**config.mk**
```make
export PLATFORM = sky130hd
export DESIGN_NAME = ifetch_unit_flat
export DESIGN_NICKNAME = d
export VERILOG_FILES = /design/src/rtl/ifetch_if.sv /design/src/rtl/ifetch_unit.sv /design/src/flat_wrapper.sv
export SDC_FILE = /design/constraint.sdc
export NUM_CORES = 1
export LEC_CHECK = 0
export CORE_AREA = 2 2 149 151
export DETAILED_ROUTE_END_ITERATION = 6
export DIE_AREA = 0 0 151 153
export GPL_ROUTABILITY_DRIVEN = 0
export MAX_ROUTING_LAYER = met4
export PLACE_DENSITY = 0.63
export SETUP_SLACK_MARGIN = 0.1
export SYNTH_ARGS = -nofsm -noshare
export SYNTH_HDL_FRONTEND = slang
export SYNTH_SLANG_ARGS = --single-unit
```
**constraint.sdc**
```tcl
create_clock -name clk -period 6.3 [get_ports clk]
set_input_delay 1.26 -clock clk [delete_from_list [all_inputs] [get_ports clk]]
set_output_delay 1.26 -clock clk [all_outputs]
set_load 0.02 [all_outputs]
```
**src/rtl/ifetch_if.sv**
```systemverilog
// Fetch-unit bus: ROM read port, decode-side valid/ready queue output and
// execute-side redirect input.
interface ifetch_if;
  logic [31:0] rom_address;
  logic [31:0] rom_data;
  logic        ins_valid;
  logic        ins_ready;
  logic [31:0] ins;
  logic [31:0] ins_pc;
  logic        redirect_valid;
  logic [31:0] redirect_target;
  logic        fetch_err;

  modport master (
    output rom_address, ins_valid, ins, ins_pc, fetch_err,
    input  rom_data, ins_ready, redirect_valid, redirect_target
  );

  modport slave (
    input  rom_address, ins_valid, ins, ins_pc, fetch_err,
    output rom_data, ins_ready, redirect_valid, redirect_target
  );
endinterface

```
**src/rtl/ifetch_unit.sv**
```systemverilog
// Instruction fetch unit: PC-driven ROM reads buffered with their PC in a small
// FIFO toward decode; handles redirects, end-of-ROM stop and misaligned-target error.
module ifetch_unit #(
  parameter logic [31:0] RESET_PC  = 32'h0000_0000,
  parameter logic [31:0] ROM_LIMIT = 32'h0000_0080,
  parameter int unsigned QDEPTH    = 2
) (
  input  logic     clk,
  input  logic     reset,
  ifetch_if.master io_bus
);

  localparam int unsigned PW = (QDEPTH > 1) ? $clog2(QDEPTH) : 1;
  localparam int unsigned CW = $clog2(QDEPTH + 1);
  localparam logic [CW-1:0] DEPTH_C = CW'(QDEPTH);

  typedef enum logic [1:0] {StFetch, StDone, StError} state_e;

  state_e        r_state, w_state_next;
  logic [31:0]   r_pc, w_pc_next;
  logic [31:0]   r_mem_ins [QDEPTH];
  logic [31:0]   r_mem_pc  [QDEPTH];
  logic [PW-1:0] r_head, r_tail;
  logic [CW-1:0] r_count;

  logic w_ins_valid, w_pop, w_push, w_flush, w_redir_ok, w_redir_bad;

  function automatic logic [PW-1:0] ptr_inc(input logic [PW-1:0] p);
    return (p == PW'(QDEPTH - 1)) ? '0 : p + PW'(1);
  endfunction

  // Any redirect outside ERROR empties the queue, aligned or not.
  assign w_flush     = io_bus.redirect_valid && (r_state != StError);
  assign w_redir_ok  = w_flush && (io_bus.redirect_target[1:0] == 2'b00);
  assign w_redir_bad = w_flush && (io_bus.redirect_target[1:0] != 2'b00);
  assign w_ins_valid = (r_count != '0) && (r_state != StError);
  assign w_pop       = w_ins_valid && io_bus.ins_ready;
  assign w_push      = (r_state == StFetch) && !io_bus.redirect_valid &&
                       (r_pc < ROM_LIMIT) && ((r_count < DEPTH_C) || w_pop);

  always_comb begin
    w_pc_next = r_pc;
    if (w_redir_ok) begin
      w_pc_next = io_bus.redirect_target;
    end else if (w_push) begin
      w_pc_next = r_pc + 32'd4;
    end
  end

  // State register
  always_ff @(posedge clk) begin
    if (reset) begin
      r_state <= StFetch;
    end else begin
      r_state <= w_state_next;
    end
  end

  // Next-state logic
  always_comb begin
    w_state_next = r_state;
    unique case (r_state)
      StFetch, StDone: begin
        if (w_redir_bad) begin
          w_state_next = StError;
        end else if (w_redir_ok) begin
          w_state_next = (io_bus.redirect_target >= ROM_LIMIT) ? StDone : StFetch;
        end else if (w_pc_next >= ROM_LIMIT) begin
          w_state_next = StDone;
        end
      end
      default: w_state_next = StError;
    endcase
  end

  // Outputs
  always_comb begin
    io_bus.rom_address = r_pc;
    io_bus.ins_valid   = w_ins_valid;
    io_bus.ins         = r_mem_ins[r_head];
    io_bus.ins_pc      = r_mem_pc[r_head];
    io_bus.fetch_err   = (r_state == StError);
  end

  always_ff @(posedge clk) begin
    if (reset) begin
      r_pc    <= RESET_PC;
      r_head  <= '0;
      r_tail  <= '0;
      r_count <= '0;
      for (int unsigned i = 0; i < QDEPTH; i++) begin
        r_mem_ins[i] <= '0;
        r_mem_pc[i]  <= '0;
      end
    end else begin
      r_pc <= w_pc_next;
      if (w_flush) begin
        r_head  <= '0;
        r_tail  <= '0;
        r_count <= '0;
      end else begin
        if (w_push) begin
          r_mem_ins[r_tail] <= io_bus.rom_data;
          r_mem_pc[r_tail]  <= r_pc;
          r_tail            <= ptr_inc(r_tail);
        end
        if (w_pop) begin
          r_head <= ptr_inc(r_head);
        end
        r_count <= r_count + CW'(w_push) - CW'(w_pop);
      end
    end
  end

endmodule

```
**src/flat_wrapper.sv**
```systemverilog
// flat-port wrapper written by rule: the top's interface ports become plain ports
module ifetch_unit_flat 
#(
  parameter logic [31:0] RESET_PC  = 32'h0000_0000,
  parameter logic [31:0] ROM_LIMIT = 32'h0000_0080,
  parameter int unsigned QDEPTH    = 2
)
  (clk, reset, io_bus_rom_address, io_bus_ins_valid, io_bus_ins, io_bus_ins_pc, io_bus_fetch_err, io_bus_rom_data, io_bus_ins_ready, io_bus_redirect_valid, io_bus_redirect_target);
  ifetch_if io_bus_i ();
  input  logic clk;
  input  logic reset;
  output wire logic [$bits(io_bus_i.rom_address)-1:0] io_bus_rom_address;
  output wire logic [$bits(io_bus_i.ins_valid)-1:0] io_bus_ins_valid;
  output wire logic [$bits(io_bus_i.ins)-1:0] io_bus_ins;
  output wire logic [$bits(io_bus_i.ins_pc)-1:0] io_bus_ins_pc;
  output wire logic [$bits(io_bus_i.fetch_err)-1:0] io_bus_fetch_err;
  input wire logic [$bits(io_bus_i.rom_data)-1:0] io_bus_rom_data;
  input wire logic [$bits(io_bus_i.ins_ready)-1:0] io_bus_ins_ready;
  input wire logic [$bits(io_bus_i.redirect_valid)-1:0] io_bus_redirect_valid;
  input wire logic [$bits(io_bus_i.redirect_target)-1:0] io_bus_redirect_target;
  assign io_bus_rom_address = io_bus_i.rom_address;
  assign io_bus_ins_valid = io_bus_i.ins_valid;
  assign io_bus_ins = io_bus_i.ins;
  assign io_bus_ins_pc = io_bus_i.ins_pc;
  assign io_bus_fetch_err = io_bus_i.fetch_err;
  assign io_bus_i.rom_data = io_bus_rom_data;
  assign io_bus_i.ins_ready = io_bus_ins_ready;
  assign io_bus_i.redirect_valid = io_bus_redirect_valid;
  assign io_bus_i.redirect_target = io_bus_redirect_target;
  ifetch_unit #(.RESET_PC(RESET_PC), .ROM_LIMIT(ROM_LIMIT), .QDEPTH(QDEPTH)) u_core (.clk(clk), .reset(reset), .io_bus(io_bus_i));
endmodule
```
======== Word-level counts from Yosys, hierarchy flattened ========
Memories as Yosys holds them, arrays and structs flattened. A register that Yosys moved wholly into a read port is not among the register bits.
Cells that the tools add are included.
storage, ports and cells
  register bits after elaboration ......... 38
  bits in latches ......................... 0
  RAM bits ................................ 128
  memory bits (read-only) ................. 0
  input bits .............................. 68
  output and inout bits ................... 98
  word-level logic and storage cells ...... 67
  memories kept ........................... 2
operators by class
  add/subtract/negate cells ............... 5
  $mul .................................... 0
  divide/modulo/power cells ............... 0
  $lt $le $gt $ge ......................... 4
  eq/ne operators ......................... 4
  shift operators ......................... 0
  multiplexer cells ....................... 25
  bitwise logic cells ..................... 1
  reductions and logical operators ........ 20
memories
  name              depth  bits a word  read ports  clocked after memory_dff  wr ports  RTL line           RTL
  u_core.r_mem_ins  2      32           1           1                         2         ifetch_unit.sv:21  logic [31:0] r_mem_ins [QDEPTH];
  u_core.r_mem_pc   2      32           1           1                         2         ifetch_unit.sv:22  logic [31:0] r_mem_pc [QDEPTH];
operators by type and width
  cell                   number
  $mux 32                4
  $ge 32x8->1 const B    2
  $reduce_or 32->1       2
  $add 32x3->32 const B  1
  $lt 32x8->1 const B    1
  $mux 1                 17
  $logic_and 1x1->1      8
  $mux 2                 4
  $reduce_bool 2->1      3
  $logic_not 2->1        2
  $ne 4x1->1 const B     1
  $reduce_or 2->1        2
  $reduce_or 3->1        1
  $add 1x1->1 const B    2
  $add 2x1->2            1
  $eq 2x1->1 const B     1
  $eq 2x2->1 const B     1
  $lt 2x2->1 const B     1
  $ne 2x2->1 const B     1
  $sub 2x1->2            1
  $logic_not 1->1        1
  $logic_or 1x1->1       1
  $not 1->1              1

======== Depth between registers and ports, before layout ========
Gate-level depths: netlist (run 1).
  word-level depth ........................ 12
  gate-level depth with buffers ........... 10
  gate-level depth less buffers ........... 9

======== Worst setup path after synthesis (run 1) ========
Ideal clock, no wire load.
  path kind ............................... input to register
  start point ............................. input io_bus_redirect_valid
  end point ............................... memory u_core.r_mem_ins[0][0], enable pin
  library setup time ...................... 0.436 ns
  data arrival time ....................... 4.106 ns
  required time ........................... 5.864 ns
  path slack .............................. 1.758 ns
  stages .................................. 6
  buffers on the path ..................... 2
  cell sequence ........................... nor3_2 -> nand2_1 -> or4_1 -> buf_6 -> buf_6 -> o21bai_2
RTL lines
  element          RTL line            RTL
  start, declared  flat_wrapper.sv:19  input wire logic [$bits(io_bus_i.redirect_valid)-1:0] io_bus_redirect_valid;
  end, declared    ifetch_unit.sv:21

==> run summary, run 1 <==
For the number of antenna diodes, the log shows 0. The met3 layer wire length in the routed design is 1.07 mm. In the synthesized netlist the async set-or-reset flop fraction comes to 0%. The number of cell rows was 54; the internal power of the cells was 0.00199 W.

In this run the worst path has a maximum fanout of 43. The post-synthesis register bit count is 167, and the final count of pins violating max slew is 0. The endpoint required time on the critical path is 6.40 ns, and the length of routed wiring on met1 is 7.45 mm. The most common cell in the netlist was edfxtp_1. The initial antenna violation count is 0, and the count of yosys warnings during synthesis is 0. Across every metal layer, demand over resource in global routing totals 15.2%. STA classifies the critical path startpoint as an input pin.

The tools report the starting density of the core as 34.5%. The share of the Yosys chip area taken by registers is 62.4%. The final layout contains routed wiring with a total length of 16.6 mm. The detailed route wirelength on metal2 is 7.91 mm. For the remaining routing DRC violations, the log shows 0. TritonCTS built the clock tree.

In the final routed layout, each cell accounts on average for 15.8 um. For the pin with the worst max-slew slack, the measured transition is 1.26 ns. The number of buffers inserted during clock tree synthesis came out at 17.

The mean instance size in the synthesized netlist was 13.2 um2; the post-CTS setup repair buffer count was 0. Clock-pin slew was measured on the worst setup and hold paths at 0.07 ns. The CTS sink count came out at 167. The synthesized design contains 128 enable-type register cells. STA classifies the critical path endpoint as a flip-flop. The hold violation count in the final report came out at 0. For the achievable clock frequency, the log shows 236 MHz.

The critical setup path kind is input pin to flip-flop. The maximum number of pins on one net before global-route repair is 65. The most frequently used flop master after synthesis was edfxtp_1.

Switching part of the total power: 24.6%. In the final layout, the share of cells above drive strength 1 is 24.2%. The part of the power in combinational logic was 13.4%. Cell taking the most area after synthesis: edfxtp_1. The worst hold path passes through 2 cells.

Walking the worst path, the cells encountered are clkdlybuf4s50_1 > nor3_2 > nand2_1 > or4_4 > o21bai_4 > buf_12. The tightest min-delay check is of the flip-flop to flip-flop type. Headroom to the max-slew limit came out at 16.3%.

The via count normalized by instance count is 4.61. The logs give 4924 for the number of global-route vias before repair and 0 for the number of gates resized after cts. Ranked by total cell area, the synthesized netlist is headed by edfxtp_1 (52%), nor3_2 (11%), dfxtp_1 (11%). The logs give 4.33 ns for the arrival time at the worst endpoint and 4 for the first-pass iteration count of the detailed router.

The logs give 0.42 ns for the insertion delay of the later-clocked pin in the worst-skew pair and 0 for the number of maximum-capacitance constraint violations. Summed over all nets, the switching power comes to 0.000649 W. The largest single stage delay on the critical path is 0.84 ns.

From bottom edge to top edge, the die measures 153 um. The clock period minus final worst setup slack was 4.23 ns; the first-pass GRT wire length was 26.1 mm. In this run, post-CTS hold repair placed 0 buffers. Synthesis instantiated 37 different standard cells from the library. Setup repair after global routing left no endpoint under its margin. The tools report the worst IR drop on VDD as 188 uV. The tools report the clock tree root driver cell as clkbuf_16. The count of H-tree levels built during CTS is 4. After synthesis the cells add up to 0.00741 mm2. For this design, the slowest cell found on the critical path is or4_4. 166 I/O pins were placed. In the final design database the tool counted 832 nets.

The area of the die is 0.0231 mm2, and the horizontal die dimension is 151 um. Dividing total power by cell area gives a power density of 262 mW/mm2. The setup total negative slack is 0 ns.

The run gives 560 as the synthesized netlist cell count. The detail route stage leaves a number of antenna-violating nets equal to 0. After detailed routing, no signal wire sits above met4.

For this run, the share of the core covered by cells in the final layout is 46.8%. The share of synthesized area in the top cell type comes to 51.8%. The growth of design area from synthesis to finish is 35.8%. For this design the static power due to leakage is 3.58 nW.

In this run, the number of DRC markers left after iteration 0 of detailed routing was 274. The final route contains 4858 vias. Of the total power, registers draw 48.1%. The number of cells on the worst reg-to-reg path is 5. The flow ran to the end, and the final reports show no timing, DRC or antenna violations.

The tools report the global route total overflow as 0. The clock network is responsible for 38.6% of the overall power. By count the netlist is led by edfxtp_1 (128), nor3_2 (79), mux2_2 (64). Worst clock skew: 0.00817 ns. The maximum clock path buffer count is 2. The share of the cycle needed by the critical path after routing came out at 67.1%. Detailed placement finished with a half-perimeter wire length of 10.9 mm. The count of buffers added on input and output ports is 165. The tools report the placeable core area as 0.0215 mm2.

Setup violations remaining at the end of the flow were counted as 0.
metrics by stage:
| stage | worst slack [ns] | hold slack (ns) | area (um2) | std cells | power, W |
|---|---|---|---|---|---|
| after CTS | 2.10 | 0.477 | 10100 | 1054 | 0.00267 |
| after global routing | 1.88 | 0.498 | 10100 | 1054 | 0.00274 |
| after global placement | 1.70 | 0.457 | 9490 | 1022 | 0.00164 |
| final | 2.07 | 0.475 | 10100 | 1054 | 0.00263 |
| after floorplan | 1.76 | 0.472 | 7600 | 609 | 0.00148 |
| after detailed placement | 1.64 | 0.466 | 9490 | 1022 | 0.00165 |
layout by cell type (no fill, tap or decap), drive strengths merged:
cell type / synthesis / final
nand4: 6 / 6
nand3: 3 / 3
nor2b: 1 / 1
nand3b: 1 / 1
o31a: 1 / 1
a21o: 1 / 1
and3: 4 / 4
xor2: 2 / 2
ha: 3 / 3
a2111oi: 1 / 1
mux2: 64 / 64
or4: 1 / 1
inv: 47 / 52
a41oi: 2 / 2
clkinv: 0 / 4
or3: 2 / 2
o31ai: 5 / 5
buf: 13 / 7
clkinvlp: 0 / 3
a211oi: 1 / 1
a21oi: 25 / 25
nor4: 14 / 14
dfxtp: 39 / 39
edfxtp: 128 / 128
bufinv: 0 / 2
and4: 1 / 1
nor2: 17 / 17
nand2: 52 / 52
clkdlybuf4s50: 0 / 165
o21bai: 2 / 2
xnor2: 1 / 1
a311oi: 5 / 5
nor3: 86 / 86
conb: 1 / 50
a31oi: 1 / 1
and2: 2 / 2
clkbuf: 26 / 18
nand2b: 2 / 2
final timing paths:
path / start / end / slack [ns]
min reg2reg: u_core.io_bus.rom_address[13]$_SDFF_PP0_ / u_core.io_bus.rom_address[13]$_SDFF_PP0_ / 0.47
max reg2reg: u_core.io_bus.rom_address[26]$_SDFF_PP0_ / u_core.r_mem_pc[1][6]$_SDFFCE_PN0P_ / 2.57
max: io_bus_redirect_valid / u_core.r_mem_pc[1][6]$_SDFFCE_PN0P_ / 2.07
min: u_core.io_bus.rom_address[13]$_SDFF_PP0_ / u_core.io_bus.rom_address[13]$_SDFF_PP0_ / 0.47
layer usage:
layer / GRT usage [%] / vias to the layer above
met1: 19.3 / 2310
li1: - / 2384
met2: 23.9 / 148
met4: 4.01 / 0
met5: - / -
met3: 4.24 / 16
logic make-up (layout without fill, tap and decap cells):
kind of cell	count (synthesis)	after routing	synth area share, %
AOI/OAI and AO/OA	44	44	3.87
xor gates and xnor gates	3	3	0.354
adders and majority gates	3	3	0.506
buffers and inverters	86	251	5.27
DFF	167	167	62.4
muxes	64	64	9.72
other	1	50	0.0506
and+or+nand+nor	192	192	17.9
flip-flops by register name (all words and copies together), names as in the netlist, named ones only:
signal                     flops
u_core.io_bus.rom_address     32
u_core.r_count                 2
u_core.r_head                  1
u_core.r_mem_ins              64
u_core.r_mem_pc               64
u_core.r_state                 2
u_core.r_tail                  1
worst max-delay path, delay by kind of cell:
kind / cells / cell delay [ns]
simple gates: 3 / 1.33
buf+inv: 2 / 0.87
compound gates: 1 / 0.78
power by group through the flow:
stage	registers (W)	clock network (W)	logic, W
after CTS	0.00127	0.00104	0.000357
after detailed placement	0.00129	0	0.000355
after global placement	0.00129	0	0.000355
after global routing	0.00127	0.00109	0.000379
after floorplan	0.00129	0	0.000188
final	0.00127	0.00102	0.000352
layout make-up:
type                    instances  area [um2]
multi-input cells             356        2600
inverters                      47         176
flip-flops and latches        167        4630
repair buffers                172        1730
well taps                     280         350
clock inverters                14         149
fillers                      1985       11400
clock buffers                  18         429
Note: power is estimated with default switching activity, not from simulation.
==> inputs of run 2 (changes only) <==
==> constraint.sdc (replaced) <==
create_clock -name clk -period 4.1 [get_ports clk]
set_input_delay 0.82 -clock clk [delete_from_list [all_inputs] [get_ports clk]]
set_output_delay 0.82 -clock clk [all_outputs]
set_load 0.02 [all_outputs]
==> run 2 against run 1 <==
Die area did not move. Sequential power is 53% higher. Sequential cell count did not move. Combinational power increased by 55%. Count of clock-buffer cells in the layout is the same. Clock power grew 54%. Sequential share of layout area decreased by 0.18 points. Worst hold slack got worse by 0.0072 ns. Setup slack lost 1.2 ns. Register-to-register slack lost 1.4 ns. Clock skew rose by 0.0070 ns. Via count rose by 0.62%. Critical endpoint is now io_bus_ins[22]. Largest cell class unchanged.
==> run summary, run 2 (synthesis results as in run 1) <==
The worst slew slack as a fraction of its limit was 39.7% (+23 points). The switching part of the total power came out at 24.8% (+0.14 points). The run gives 0.43 ns (about the same) as the insertion delay of the later-clocked pin in the worst-skew pair.

The clock transition at the registers of the reported paths came out at 0.07 ns (about the same). The number of nets with antenna violations after detailed routing is 0 (unchanged), and the placeable core area is 0.0215 mm2 (unchanged). The largest fanout of any net on the critical path was 64 (+49%); the worst clock skew was 0.0152 ns (+0.00699 ns). For this run, the top clock speed supported by timing is 311 MHz.

The share of the cycle needed by the critical path after routing is 78.4%. The arrival time at the worst endpoint was 2.39 ns (-1.94 ns); the clock period minus final worst setup slack was 3.21 ns. The final count of pins violating max slew was 0 (unchanged). The via count normalized by instance count is 4.62 (+0.14%).

The post-detailed-route wirelength per cell is 15.5 um (-1.4%), and the CTS sink count is 167 (unchanged). The post-CTS setup repair buffer count is 0 (unchanged). The DRC violation total after the first TritonRoute iteration was 242 (-12%). The run gives 5 (+1) as the first-pass iteration count of the detailed router. CTS placed an instance of clkbuf_16 at the clock tree root.

The tools report the reported net switching power as 0.00101 W (+55%). For the remaining routing DRC violations, the log shows 0 (unchanged). Walking the worst path, the cells encountered are mux2_2 > clkdlybuf4s50_1. The endpoint required time on the critical path came out at 3.28 ns (-3.12 ns). The global route total overflow is 0 (unchanged).

The hold violation count in the final report was 0 (unchanged); the delay of the slowest cell on the worst path was 0.90 ns (+0.06 ns). In the layout the commonest cells are clkdlybuf4s50_1 (165), edfxtp_1 (128), nor3_2 (79). The area after detailed placement was 0.00952 mm2 (+0.40%); the total wire length was 16.4 mm (-0.98%).

The sum of internal, switching and leakage power is 0.00406 W (+54%), and the chip height is 153 um (unchanged). The tools report the sequential group share of total power as 47.9% (-0.2 points). The number of global-route vias before repair is 4865 (-1.2%). Number of gates resized after cts: 0 (unchanged). For the number of buffers inserted during clock tree synthesis, the log shows 17 (unchanged). Compared with the post-synthesis result, the final layout area differs by 36.3%.

The internal power of the cells was 0.00305 W (+54%). The total routing resource utilization after global routing came out at 15.2% (+0.031 points). The number of buffer cells added on primary ports is 165 (unchanged). The slew at the pin closest to its max-slew limit came out at 0.904 ns (-0.351 ns).

The share of layout cells above drive strength 1 works out to 24.6% (+0.49 points). The power density of the placed cells came out at 402 mW/mm2 (+53%). The tools report the quantity of hold-fixing buffers added after cts as 0 (unchanged). Worst IR drop on VDD: 281 uV (+50%). The area of the die is 0.0231 mm2 (unchanged), and the count of H-tree levels built during CTS is 4 (unchanged). The total setup violations reported at the end of the flow was 0 (unchanged); the static leakage power was 3.59 nW (+0.33%).

Path category of the worst min-delay check: flip-flop to flip-flop. The share of power burned in the clock network is 38.7% (about the same), and the post-layout utilization of the core is 47.0% (+0.18 points). Horizontal die dimension: 151 um (unchanged).

The critical path is of the flip-flop to output port type. The run gives 10.7 mm (-1.4%) as the half-perimeter wire length after placement. Number of maximum-capacitance constraint violations: 0 (unchanged).

TritonCTS built the clock tree. Leaving out fill and tap cells, the most frequent cell in the layout is clkdlybuf4s50_1. The worst setup path is captured at an output port. The maximum number of pins on one net before global-route repair was 65 (unchanged). The tools report the starting density of the core as 34.5% (unchanged). The post-route cell area is 0.0101 mm2 (+0.38%). The logs give 13.4% (about the same) for the part of the power in combinational logic and 1961 (-1.2%) for the number of filler cells placed in the layout.

The top-level port count came out at 166 (unchanged). The tools report the kind of start point of the critical path as a flip-flop. Setup repair after global routing left no endpoint under its margin. Initial antenna violation count: 0 (unchanged).

The run gives 2 (unchanged) as the maximum clock path buffer count. The first-pass GRT wire length was 26.2 mm (+0.21%). The slowest stage of the critical path is the dfxtp_4 cell. The tools report the total via count in the routed design as 4888 (+0.62%). The run finished with clean final reports. The run gives 54 (unchanged) as the number of cell rows.

The number of antenna diodes is 0 (unchanged), and the final net count is 837 (+0.60%).
-- run 2: cell count changes in the layout (fill, tap and decap cells not counted), sizes merged --
| cell | delta |
|---|---|
| clkinvlp | +3 |
| clkinv | -1 |
| inv | -2 |
| buf | +5 |
-- run 2: area by class of cell --
class                           count  area [um2]  share of cell area (%)
Multi-Input combinational cell    356        2600                    25.7
Clock inverter                     14         150                    1.49
Sequential cell                   167        4630                    45.8
Clock buffer                       18         429                    4.25
Timing Repair Buffer              177        1770                    17.5
Inverter                           47         176                    1.75
Tap cell                          280         350                    3.47
-- run 2: layer usage --
layer	vias to the layer above	wire [um]	global-route usage, %
met5	-	0	-
met4	0	218	3.87
met3	17	1330	5.46
met2	162	7850	23.2
met1	2322	7060	19.3
li1	2387	-	-
-- run 2: through the flow --
| stage | setup TNS, ns | cells | setup WS, ns | hold slack (ns) |
|---|---|---|---|---|
| 2_1_floorplan | -0.284 | 609 | -0.00222 | 0.472 |
| 3_3_place_gp | 0 | 1027 | 0.722 | 0.457 |
| 3_5_place_dp | 0 | 1027 | 0.673 | 0.465 |
| 4_1_cts | 0 | 1059 | 0.821 | 0.472 |
| 5_1_grt | 0 | 1059 | 0.742 | 0.497 |
| 6_report | 0 | 1059 | 0.887 | 0.468 |
-- run 2: worst paths after layout --
check                                      startpoint                                       end  slack (ns)  depth (start not counted)
min reg2reg  u_core.io_bus.rom_address[13]$_SDFF_PP0_  u_core.io_bus.rom_address[13]$_SDFF_PP0_        0.47                          2
max reg2reg  u_core.io_bus.rom_address[20]$_SDFF_PP0_      u_core.r_mem_pc[1][16]$_SDFFCE_PN0P_        1.15                          5
min          u_core.io_bus.rom_address[13]$_SDFF_PP0_  u_core.io_bus.rom_address[13]$_SDFF_PP0_        0.47                          2
max                                         flip-flop                            io_bus_ins[22]        0.89                          2
-- run 2: power groups by stage --
stage	Combinational [W]	Clock, W	Sequential [W]
after floorplan	0.000289	0	0.00198
after global placement	0.000552	0	0.00198
after detailed placement	0.000551	0	0.00198
after CTS	0.000554	0.00161	0.00194
after global routing	0.000592	0.00168	0.00195
final	0.000545	0.00157	0.00194
-- run 2: critical path, delay by kind of cell (launching register included) --
kind | cells | cell delay [ns]
flip-flops | 1 | 0.90
buffers and inverters | 1 | 0.55
multiplexers | 1 | 0.45
==> inputs of run 3 (changes only) <==
==> constraint.sdc (replaced) <==
create_clock -name clk -period 3.25 [get_ports clk]
set_input_delay 0.65 -clock clk [delete_from_list [all_inputs] [get_ports clk]]
set_output_delay 0.65 -clock clk [all_outputs]
set_load 0.02 [all_outputs]
==> run 3 against run 2 <==
Non-clock buffer count is 5 higher. Global-route usage is 0.60 points lower. Count of clock-buffer cells in the layout fell by 1. Register-to-register slack got worse by 0.42 ns. Worst hold slack gained 0.0076 ns. Setup slack got worse by 0.53 ns. Via count decreased by 0.49%. Critical path type unchanged. Highest routed layer unchanged.
==> run summary, run 3 (synthesis results as in run 1) <==
The run finished with clean final reports. The run gives 51.0% (+11 points) as the worst slew slack as a fraction of its limit. The global route total overflow was 0 (unchanged); the multi-input gate area in the final layout was 0.00261 mm2 (+0.34%). The endpoint required time on the critical path is 2.60 ns (-0.68 ns). The logs give 14.6% (-0.60 points) for the total routing resource utilization after global routing and 2 (unchanged) for the maximum clock path buffer count. The critical setup path kind was flip-flop to output port. For the number of global-route vias before repair, the log shows 4769 (-2.0%). The post-detailed-route wirelength per cell works out to 15.1 um (-2.6%). The chip height came out at 153 um (unchanged). The slew at the pin closest to its max-slew limit is 0.736 ns (-0.169 ns), and the met3 layer wire length in the routed design is 970 um (-27%). The number of nets with antenna violations after detailed routing was 0 (unchanged). The tools report the area after detailed placement as 0.00958 mm2 (+0.62%). The tools report the endpoint of the most critical setup path as io_bus_ins_pc[24].

Number of maximum-capacitance constraint violations: 0 (unchanged). The total via count in the routed design was 4864 (-0.49%); the depth of the worst register-to-register path was 6 (+1). The arrival time at the worst endpoint was 2.24 ns (-0.15 ns). The placeable core area is 0.0215 mm2 (unchanged), and the quantity of hold-fixing buffers added after cts is 0 (unchanged). The worst setup path is launched from a flip-flop.

The logs give 0 (unchanged) for the final count of pins violating max slew and 842 (+0.60%) for the final net count. The power density of the placed cells works out to 495 mW/mm2 (+23%). Walking the worst path, the cells encountered are buf_12 > mux2_2 > clkdlybuf4s50_1. The static leakage power is 3.62 nW (+0.81%). The count of H-tree levels built during CTS is 4 (unchanged), and the number of gates resized after cts is 0 (unchanged). The hold violation count in the final report came out at 0 (unchanged).

Count of cell instances traversed by the critical path: 3 (+1). The largest fanout of any net on the critical path was 29 (-55%). The run gives 167 (unchanged) as the CTS sink count.

The logs give 1064 (+0.47%) for the post-route non-filler standard cell count and 0 (unchanged) for the number of antenna diodes. First-pass GRT wire length: 25.2 mm (-3.7%). The library cell used most frequently in the layout, excluding fill and tap cells, is clkdlybuf4s50_1. Cell with the biggest individual delay on the critical path: dfxtp_4. The via count normalized by instance count is 4.57 (-0.96%). Clock tree root driver cell: clkbuf_16. The top cell types in the final layout, fill and taps aside, are clkdlybuf4s50_1 (165), edfxtp_1 (128), nor3_2 (78). For the length of routed wiring on met1, the log shows 7.20 mm (+2.0%). The logs give 10.8 mm (+0.73%) for the half-perimeter wire length after placement and 0.00463 mm2 (unchanged) for the storage element area.

The growth of design area from synthesis to finish was 36.6%. The first-pass iteration count of the detailed router came out at 5 (unchanged). The tools report the post-placement worst setup slack as 0.293 ns (-0.381 ns). The number of buffer cells added on primary ports works out to 165 (unchanged). The post-route cell area is 0.0101 mm2 (+0.24%). Element type at the critical path end: an output port.

The tools report the post-CTS setup repair buffer count as 0 (unchanged). The tools report the maximum number of pins on one net before global-route repair as 46 (-29%). The final critical-path setup slack is 0.361 ns (-0.527 ns), and the starting density of the core is 34.5% (unchanged). The post-route worst hold slack is 0.475 ns (+0.00764 ns), and the total buffers and inverters traversed by the critical path is 2 (+1). The reg-to-reg endpoint is u_core.r_mem_ins[1][3]$_SDFFCE_PN0P_. The number of cell rows is 54 (unchanged), and the clock period minus final worst setup slack is 2.89 ns. The worst IR drop on VDD is 399 uV (+42%). The worst clock skew came out at 0.0136 ns (-0.00154 ns).

For the cell total after placement, the log shows 1032 (+0.49%). TritonCTS built the clock tree. The top-level port count was 166 (unchanged); the worst-case register-to-register setup slack was 0.73 ns (-0.42 ns). The tools report the initial antenna violation count as 0 (unchanged). Broken down by cell family, the worst path's largest delay share belongs to buffers and inverters. The highest layer touched by signal routing is met4. The tightest min-delay check is of the flip-flop to flip-flop type. The share of layout cells above drive strength 1 came out at 25.5% (+0.86 points). The total setup violations reported at the end of the flow came out at 0 (unchanged). The horizontal die dimension was 151 um (unchanged); the clock transition at the registers of the reported paths was 0.07 ns (about the same). The DRC violation total after the first TritonRoute iteration was 244 (+0.83%); the share of the cycle needed by the critical path after routing was 88.9%.

The tools report the number of filler cells placed in the layout as 1995 (+1.7%). The number of buffers inserted during clock tree synthesis was 17 (unchanged). Insertion delay of the later-clocked pin in the worst-skew pair: 0.43 ns (about the same). The run gives 7.76 mm (-1.1%) as the detailed route wirelength on metal2. The setup total negative slack came out at 0 ns (unchanged).

The achievable clock frequency was 346 MHz. Setup repair after global routing left no endpoint under its margin. The remaining routing DRC violations is 0 (unchanged). For the total wire length, the log shows 16.1 mm (-2.1%).

The tools report the source of the worst register-to-register timing path as u_core.io_bus.rom_address[20]$_SDFF_PP0_. The delay of the slowest cell on the worst path came out at 0.62 ns (-0.28 ns). For the area of the die, the log shows 0.0231 mm2 (unchanged).
run 3: changes by cell type in the layout (fill, tap and decap cells not counted), sizes merged:
cell / before / now
buf: 12 / 17
inv: 50 / 54
clkinvlp: 6 / 3
bufinv: 2 / 0
clkinv: 3 / 5
clkbuf: 18 / 17
run 3: worst min path at each step:
stage	start	end	slack, ns	depth (start not counted)
after CTS	u_core.io_bus.rom_address[22]$_SDFF_PP0_	u_core.io_bus.rom_address[22]$_SDFF_PP0_	0.48	2
after floorplan	u_core.r_head$_SDFFE_PP0P_	flip-flop	0.47	2
final	u_core.io_bus.rom_address[8]$_SDFF_PP0_	u_core.io_bus.rom_address[8]$_SDFF_PP0_	0.48	2
after global placement	u_core.io_bus.rom_address[29]$_SDFF_PP0_	u_core.io_bus.rom_address[29]$_SDFF_PP0_	0.46	2
after global routing	u_core.io_bus.rom_address[31]$_SDFF_PP0_	u_core.io_bus.rom_address[31]$_SDFF_PP0_	0.49	2
after detailed placement	u_core.io_bus.rom_address[22]$_SDFF_PP0_	u_core.io_bus.rom_address[22]$_SDFF_PP0_	0.46	2
run 3: layout make-up:
| class | instances | share of cell area, % |
|---|---|---|
| clock inverters | 15 | 1.17 |
| inverters | 47 | 1.74 |
| multi-input cells | 356 | 25.8 |
| repair buffers | 182 | 17.9 |
| well taps | 280 | 3.46 |
| clock buffers | 17 | 4.20 |
| flip-flops and latches | 167 | 45.7 |
run 3: through the flow:
step           utilization (%)  power, W
6_report                  47.1   0.00501
2_1_floorplan                -   0.00287
4_1_cts                   47.1   0.00507
3_3_place_gp              44.6   0.00320
5_1_grt                   47.1   0.00520
3_5_place_dp              44.6   0.00320
run 3: where the power goes:
part	internal, W	total (W)	switching, W
registers	0.00241	0.00245	0.0000399
logic	0.000316	0.000703	0.000387
clock network	0.000994	0.00186	0.000866
total	0.00372	0.00501	0.00129
run 3: worst min-delay path, stage by stage (launching register included):
cell and delay, ns:
dfxtp_1 0.32, nand2_1 0.05, a21oi_1 0.05
run 3: routing by layer:
metal	vias to the layer above	track usage, %
li1	2401	-
met1	2300	18.8
met2	150	22.8
met3	13	3.82
met4	0	4.27
met5	-	-
